**src/rtl/centroid_tracker.sv**
```systemverilog
// Moving-average line-centroid tracker with LOST/TRACK/COAST state machine.
// Optional error dead-zone enabled by defining CENTROID_TRACKER_DEADBAND_EN.
module centroid_tracker #(
  parameter int IMG_W       = 640,
  parameter int AVG_DEPTH   = 4,
  parameter int LOST_FRAMES = 8,
  parameter int DEADBAND    = 8
) (
  input  logic               clk,
  input  logic               rst,
  input  logic [9:0]         centroid_x,
  input  logic               line_valid,
  input  logic               line_lost,
  output logic [9:0]         smooth_x,
  output logic signed [10:0] error_x,
  output logic [1:0]         track_state,
  output logic               lost,
  output logic               out_valid
);

  localparam int         PTR_W      = $clog2(AVG_DEPTH);
  localparam int         SUM_W      = $clog2(AVG_DEPTH * (IMG_W - 1) + 1);
  localparam logic [9:0] CENTRE     = 10'(IMG_W / 2);
  localparam logic [9:0] X_MAX      = 10'(IMG_W - 1);
  localparam logic [7:0] MISS_LIMIT = 8'(LOST_FRAMES);

  if (AVG_DEPTH < 2 || AVG_DEPTH > 16 || (AVG_DEPTH & (AVG_DEPTH - 1)) != 0 ||
      LOST_FRAMES < 1 || LOST_FRAMES > 255 || DEADBAND < 0) begin : g_bad_params
    $error("centroid_tracker: illegal parameter value");
  end

  typedef enum logic [1:0] {
    ST_LOST  = 2'b00,
    ST_TRACK = 2'b01,
    ST_COAST = 2'b10
  } state_e;

  state_e             state_q, state_d;
  logic [7:0]         miss_q, miss_d;
  logic [9:0]         hist_q [AVG_DEPTH];
  logic [9:0]         hist_d [AVG_DEPTH];
  logic [SUM_W-1:0]   sum_q, sum_d;
  logic [PTR_W-1:0]   ptr_q, ptr_d;
  logic [9:0]         smooth_q, smooth_d;
  logic signed [10:0] error_q, error_d;
  logic               valid_q, valid_d;

  logic [9:0]         xClamp;
  logic signed [10:0] diff;
  logic               enterLost;

  assign xClamp = (centroid_x > X_MAX) ? X_MAX : centroid_x;

  always_comb begin
    state_d   = state_q;
    miss_d    = miss_q;
    hist_d    = hist_q;
    sum_d     = sum_q;
    ptr_d     = ptr_q;
    smooth_d  = smooth_q;
    valid_d   = 1'b0;
    enterLost = 1'b0;

    if (line_valid) begin
      valid_d = 1'b1;
      if (!line_lost) begin
        // Reacquiring from LOST prefills the window so the average snaps to x.
        if (state_q == ST_LOST) begin
          for (int i = 0; i < AVG_DEPTH; i++) hist_d[i] = xClamp;
          sum_d = SUM_W'(xClamp) << PTR_W;
        end else begin
          sum_d         = sum_q + SUM_W'(xClamp) - SUM_W'(hist_q[ptr_q]);
          hist_d[ptr_q] = xClamp;
          ptr_d         = ptr_q + PTR_W'(1);
        end
        state_d  = ST_TRACK;
        miss_d   = 8'd0;
        smooth_d = 10'(sum_d >> PTR_W);
      end else begin
        unique case (state_q)
          ST_TRACK: begin
            if (LOST_FRAMES == 1) begin
              enterLost = 1'b1;
            end else begin
              state_d = ST_COAST;
              miss_d  = 8'd1;
            end
          end
          ST_COAST: begin
            if (miss_q + 8'd1 >= MISS_LIMIT) enterLost = 1'b1;
            else                             miss_d = miss_q + 8'd1;
          end
          default: ;
        endcase
        if (enterLost) begin
          state_d  = ST_LOST;
          miss_d   = 8'd0;
          smooth_d = CENTRE;
        end
      end
    end
  end

  // Error always follows the smoothed value, so holding smooth_x holds error_x too.
  always_comb begin
    diff = $signed({1'b0, smooth_d}) - $signed({1'b0, CENTRE});
`ifdef CENTROID_TRACKER_DEADBAND_EN
    begin
      logic [10:0] mag;
      mag = diff[10] ? 11'(-diff) : 11'(diff);
      error_d = (mag <= 11'(DEADBAND)) ? 11'sd0 : diff;
    end
`else
    error_d = diff;
`endif
  end

  always_ff @(posedge clk) begin
    if (rst) begin
      state_q  <= ST_LOST;
      miss_q   <= 8'd0;
      for (int i = 0; i < AVG_DEPTH; i++) hist_q[i] <= 10'd0;
      sum_q    <= '0;
      ptr_q    <= '0;
      smooth_q <= CENTRE;
      error_q  <= 11'sd0;
      valid_q  <= 1'b0;
    end else begin
      state_q  <= state_d;
      miss_q   <= miss_d;
      hist_q   <= hist_d;
      sum_q    <= sum_d;
      ptr_q    <= ptr_d;
      smooth_q <= smooth_d;
      error_q  <= error_d;
      valid_q  <= valid_d;
    end
  end

  assign smooth_x    = smooth_q;
  assign error_x     = error_q;
  assign track_state = state_q;
  assign lost        = (state_q == ST_LOST);
  assign out_valid   = valid_q;

endmodule

```
**config.mk**
```make
export PLATFORM = sky130hd
export DESIGN_NAME = centroid_tracker
export DESIGN_NICKNAME = d
export VERILOG_FILES = /design/src/rtl/centroid_tracker.sv
export SDC_FILE = /design/constraint.sdc
export NUM_CORES = 1
export LEC_CHECK = 0
export CAP_MARGIN = 40
export CORE_MARGIN = 2
export CORE_UTILIZATION = 57
export DETAILED_ROUTE_END_ITERATION = 8
export HOLD_SLACK_MARGIN = 0.05
export PLACE_DENSITY = 0.81
export SYNTH_ARGS = -nofsm -noshare
export SYNTH_HDL_FRONTEND = slang
export SYNTH_SLANG_ARGS = --single-unit
```
**constraint.sdc**
```tcl
create_clock -name clk -period 5.4 [get_ports clk]
set_clock_uncertainty 0.05 [all_clocks]
set_input_delay 1.62 -clock clk [delete_from_list [all_inputs] [get_ports clk]]
set_output_delay 1.62 -clock clk [all_outputs]
set_load 0.02 [all_outputs]
```
-- Yosys cells after proc, flatten, opt, wreduce, memory -nomap -nowiden
Cells that the tools add are included.
- add/subtract/negate cells: 5
- $mul: 0
- divide/modulo/power cells: 0
- magnitude comparators: 4
- eq/ne operators: 5
- shifts and indexed selects: 0
- mux-type cells: 24
- bitwise logic cells: 3
- reduce and logical (&&, ||, !) cells: 6
- operator list (kind ; number):
    $mux W10 ; 7
    $bwmux W40 ; 1
    $mux W40 ; 1
    $mux W8 ; 3
    $bmux W10 S2 ; 1
    $demux W10 S2 ; 1
    $pmux W8 S2 ; 1
    $add A12 B10 Y12 ; 1
    $mux W12 ; 1
    $sub A12 B10 Y12 ; 1
    $sub A10 B9 Y11 const B ; 1
    $gt A10 B10 Y1 const B ; 1
    $add A8 B1 Y8 const B ; 1
    $ge A8 B4 Y1 const B ; 1
    $mux W2 ; 3
    $reduce_and A3 Y1 ; 2
    $mux W1 ; 5
    $ne A4 B1 Y1 const B ; 1
    $ne A4 B4 Y1 const B ; 1
    $reduce_and A2 Y1 ; 2
    $ge A3 B3 Y1 const B ; 1
    $lt A3 B1 Y1 const B ; 1
    $ne A3 B1 Y1 const B ; 1
    $not A2 Y3 ; 1
    other kinds (6) ; 7
- flip-flop bits (word level): 86
- latch bits: 0
- bits in writable memories: 0
- bits in read-only memories: 0
- input port bits: 14
- output and inout bits: 25
- memories: 0

-- Longest topological paths before layout
Gate-level depths: netlist of the first run.
- depth in word-level cells: 10
- mapped depth: 17
- depth with buffers taken out: 15

-- Worst setup path after synthesis of the first run
OpenSTA, ideal clock, no wires.
- path kind: input to register
- start: input port centroid_x[9]
- end: register error_q[9] (netlist: error_x[9])
- setup time: 0.072 ns
- arrival time: 4.646 ns
- data required time: 5.278 ns
- setup slack: 0.632 ns
- stages on the path: 14
- buffers on the path: 2
- cells stage by stage: clkbuf_1 -> o21a_1 -> buf_2 -> nor2_1 -> fa_1 -> inv_1 -> ha_1 -> a211oi_2 -> o21ai_2 -> o211a_1 -> or3_1 -> and3_4 -> or3_1 -> mux2i_1
- cells in the longest elaborated chain, start to end: 8
- RTL lines (element ; RTL line ; source):
    start, declared ; 11 ; input logic [9:0] centroid_x,
    $gt A10 B10 Y1 ; 52 ; assign xClamp = (centroid_x > X_MAX) ? X_MAX : centroid_x;
    $mux W10 * ; 52 ;
    $add A12 B10 Y12 ; 72 ; sum_d = sum_q + SUM_W'(xClamp) - SUM_W'(hist_q[ptr_q]);
    $sub A12 B10 Y12 ; 72 ;
    $mux W12 * ; 68 ; if (state_q == ST_LOST) begin
    $mux W10 * ; 66 ; if (!line_lost) begin
    $mux W10 * ; 64 ; if (line_valid) begin
    $sub A10 B9 Y11 * ; 106 ; diff = $signed({1'b0, smooth_d}) - $signed({1'b0, CENTRE});
    end signal, assigned ; 135 ; error_q <= error_d;
    end, declared ; 45 ; logic signed [10:0] error_q, error_d;
Mark *: on every way between the ends. The rest lies on a longest branch, timed or not.
A chain may end at the register's enable or synchronous reset.

-- Worst setup path in the final report of the first run
- start: input port centroid_x[9]
- end: register error_q[8] (netlist: error_x[8])
The elaborated chain is that of the path after synthesis.

==> results of run 1 <==
## cell usage after synthesis (all sizes together), types with 2 or more instances
cell type  count  area share, %
or3            5           0.75
o21a           3           0.54
a21o           4           0.72
fa            10            4.8
mux2i         13            3.1
and2           4           0.60
xnor2          3           0.63
nand2b         4           0.60
ha            22            6.6
o211ai         3           0.54
mux4          10            5.4
buf           12            1.8
nand3b         2           0.36
nand2         20            1.8
xor2           2           0.42
a31oi          2           0.30
a211oi        37            6.8
o211a          2           0.48
o21bai         3           0.54
dfxtp         80             38
nor3          11            1.3
nor2          82            7.4
a21oi         33            4.0
nor2b          9            1.3
o21ai         10            1.3
clkbuf        18            1.6
inv           40            3.6
o31ai          3           0.54
nand3          7           0.84
and3           4           0.72
nand4          3           0.45
## power groups by stage
stage	clock network (mW)	logic, mW	registers [mW]
global route	0.537	0.451	0.654
detailed placement	0	0.398	0.663
finish	0.503	0.404	0.650
CTS	0.511	0.402	0.650
global placement	0	0.388	0.661
floorplan	0	0.272	0.672
## final cells by class
| type | instances | area (µm²) | area share (%) |
|---|---|---|---|
| sequential | 80 | 1602 | 32.52 |
| clock inverter | 6 | 91.34 | 1.855 |
| tap | 99 | 123.9 | 2.515 |
| clock buffer | 10 | 137.6 | 2.795 |
| multi-input combinational | 321 | 2287 | 46.44 |
| inverter | 40 | 150.1 | 3.049 |
| timing repair buffer | 59 | 533.0 | 10.82 |
## kinds of logic (layout without fill, tap and decap cells)
logic type               after synthesis  count (layout)  share of synthesized area [%]
buffers and inverters                 70             115                          6.974
multiplexers                          23              23                          8.500
flip-flops                            80              80                          38.31
AO/OA/AOI/OAI                        108             108                          17.33
AND/OR/NAND/NOR                      153             153                          16.46
adder cells (fa/ha/maj)               32              32                          11.37
XOR/XNOR                               5               5                          1.048
## routing by layer
layer	part of all wire [%]	wire length, µm	global-route usage (%)
met1	46	4171	33.10
met2	48	4419	38.30
met3	4.6	422	4.388
met4	1.2	108	7.734
met5	0	0	0
## worst min-delay path: stages, from the launching register on
cell and delay, ps:
dfxtp_1 320, nand2_1 50, a21oi_1 50
## sequential cells by signal (all words and copies together), names as in the netlist
signal and count:
ptr_q 2, track_state 2, error_x 5, hist_q 40, out_valid 1, sum_q 12, miss_q 8, smooth_x 10
## how the worst min path moves through the flow
stage | endpoint | slack, ps | cells after the start
finish | sum_q[3] | 420 | 2
CTS | sum_q[3] | 420 | 2
global route | miss_q[7] | 430 | 2
detailed placement | sum_q[3] | 410 | 2
floorplan | miss_q[7] | 380 | 2
global placement | sum_q[6] | 390 | 2
## metrics by stage
step                      util, %  total power, mW  TNS, ps
after detailed placement    65.44            1.061   -2.536
after global routing        68.63            1.642        0
final                       68.63            1.557        0
after floorplan                 -           0.9434        0
after CTS                   68.63            1.562        0
after global placement      65.44            1.049        0
==> metrics.md, run 1 <==
| Metric | Value |
|---|---|
| Seq/Total Area, Yosys | `38.31%` |
| CTS root buffer | `clkbuf_8` |
| Total count of hold-check failures in the final report | `0` |
| Fin nets | `557` |
| Period Utilization, post-route | `95.30%` |
| Stages on the worst setup path | `14` |
| Post-CTS clock slew at the launch and capture registers of the worst setup and hold paths | `90 ps` |
| Worst-case setup slack after placement | `-2.536 ps` |
| Power share of the sequential group | `41.7%` |
| First-pass iteration count of the detailed router | `4` |
| Required time worst endpoint | `5570 ps` |
| Termination of the worst setup path | `error_x[8]` |
| TritonCTS buffer count | `9` |
| # IOs | `39` |
| TritonCTS clock tree | `yes` |
| Core ar. | `0.007176 mm²` |
| Number of synthesized flops with an enable pin | `0` |
| Switch Pwr | `478.6 µW` |
| Starting DRT DRC Count | `200` |
| Wire length after detailed routing | `9122 µm` |
| Register bit count reported by yosys | `80` |
| CP startpoint | `centroid_x[9]` |
| Leading cell type in the layout, fill and taps excluded | `nor2_1` |
| Cell area after placement | `0.004696 mm²` |
| Via/cell ratio | `5.642` |
| CP max-delay cell | `fa_1` |
| Critical Setup Path Class | `in -> reg` |
| Post-route antenna net violation count | `0` |
| CTS HTree Levels | `3` |
| Routed wirelength normalized by instance count | `14.83 µm` |
| First-pass GRT wire length | `14,810 µm` |
| Worst Tran Pin Value | `871.4 ps` |
| Detailed-route via count | `3,470` |
| FF-to-FF End | `error_x[8]` |
| Maximum fanout count along the critical path | `9` |
| CTS Sinks | `80` |
| Switching Fraction | `30.74%` |
| Fill cell total of the finished layout | `591` |
| Area growth from synthesis to layout | `17.81%` |
| Final setup fails | `0` |
| Antenna violations before repair | `0` |
| Synthesis warning total | `0` |
| Number of global-route vias before repair | `3,162` |
| Number of standard cells in the layout, taps in and fillers out | `615` |
| Post-detailed-placement half-perimeter wirelength | `6598 µm` |
| Post-synthesis cell count | `471` |
| Reg2reg start | `ptr_q[1]` |
| Number of nets in the synthesized netlist | `517` |
| X dimension of the die | `89.64 µm` |
| Port Buf Inserts | `38` |
| Y dimension of the die | `89.64 µm` |
| Maximum number of pins on one net before global-route repair | `54` |
| Setup repair after global routing missed its margin | `false` |
| Clock share of power | `32.3%` |
| Worst setup SP type | `primary input` |
| Family of cells with the greatest summed delay on the critical path | `compound AO/OA/AOI/OAI gates` |
| Largest buffer count on any clock path | `2` |
| IR drop worst, VDD | `0.1696 mV` |
| Arrival time reported for the critical path endpoint | `5320 ps` |
| Cell total after placement | `599` |
| Sort of element at the end of the critical path | `flip-flop` |
| Most frequent cell on the critical path | `ha_1` |
| Floorplan die area | `0.008034 mm²` |
| Count of buffering cells on the critical path with inverters included | `2` |
| Power density cells | `316.2 mW/mm²` |
| Combinational power share | `26.0%` |
| Depth of the worst register-to-register path | `12` |
| Min cycle time layout | `5146 ps` |
| Worst slew margin | `41.90%` |
| HP Class | `reg -> reg` |
| Weighted congestion at the end of routability-driven global placement | `0.9103` |
| Share of final-layout standard cells stronger than drive strength 1 | `10.08%` |
| Clock latency on the worst-skew pair | `350 ps` |
| Initial Utilization | `58.26%` |
| # rows | `31` |
| Synth unique cells | `46` |
| Power Internal | `1.078 mW` |
| HP Start | `sum_q[3]` |
| Delay of the slowest cell on the worst path | `550 ps` |
| Cell-by-cell trace of the critical path | `clkdlybuf4s50_1 > o21a_1 > nor2_1 > fa_1 > inv_1 > ha_1 > a211oi_2 > o21ai_2 > o2111a_1 > nor4_1 > a21oi_1 > ha_1 > nor3_1 > nor3b_1` |
| Detailed-route DRC error count | `0` |
| Minimum hold slack | `415.5 ps` |
| Highest clock frequency the design can meet | `194.3 MHz` |
| FF-to-FF setup slack | `1060 ps` |
| N_diodes | `0` |
| Final Max Slew Viols | `0` |
| Highest-count cells in the layout ignoring fill and taps | `nor2_1 (82), dfxtp_1 (80), inv_1 (40)` |
| Result of the run | `completed` |
| Max-Cap Viols | `0` |
| Total global-route track usage | `23.98%` |
| Static leakage | `1.996 nW` |
| Synthesized cell area | `0.004180 mm²` |
| Global-route congestion overflow total | `0` |
| Cts-stage hold buffer count | `0` |
| Buffer count from post-CTS setup fixing | `0` |
| Mean area per synthesized cell | `8.875 µm²` |
| Fraction of synthesis flops using an asynchronous set or reset pin | `0%` |
| Final design instance area without fill | `0.004925 mm²` |
| Final worst slack | `253.9 ps` |
| Gates resized, CTS repair | `0` |
| Primary FF master, synth | `dfxtp_1` |
Note: power is estimated with default switching activity, not from simulation.
==> inputs of run 2 (changes only) <==
--- a/config.mk
+++ b/config.mk
@@ -5,7 +5,6 @@
 export SDC_FILE = /design/constraint.sdc
 export NUM_CORES = 1
 export LEC_CHECK = 0
-export CAP_MARGIN = 40
 export CORE_MARGIN = 2
 export CORE_UTILIZATION = 57
 export DETAILED_ROUTE_END_ITERATION = 8
==> results of run 2 <==
The final DEF is identical to that of run 1; final timing and power are the same.
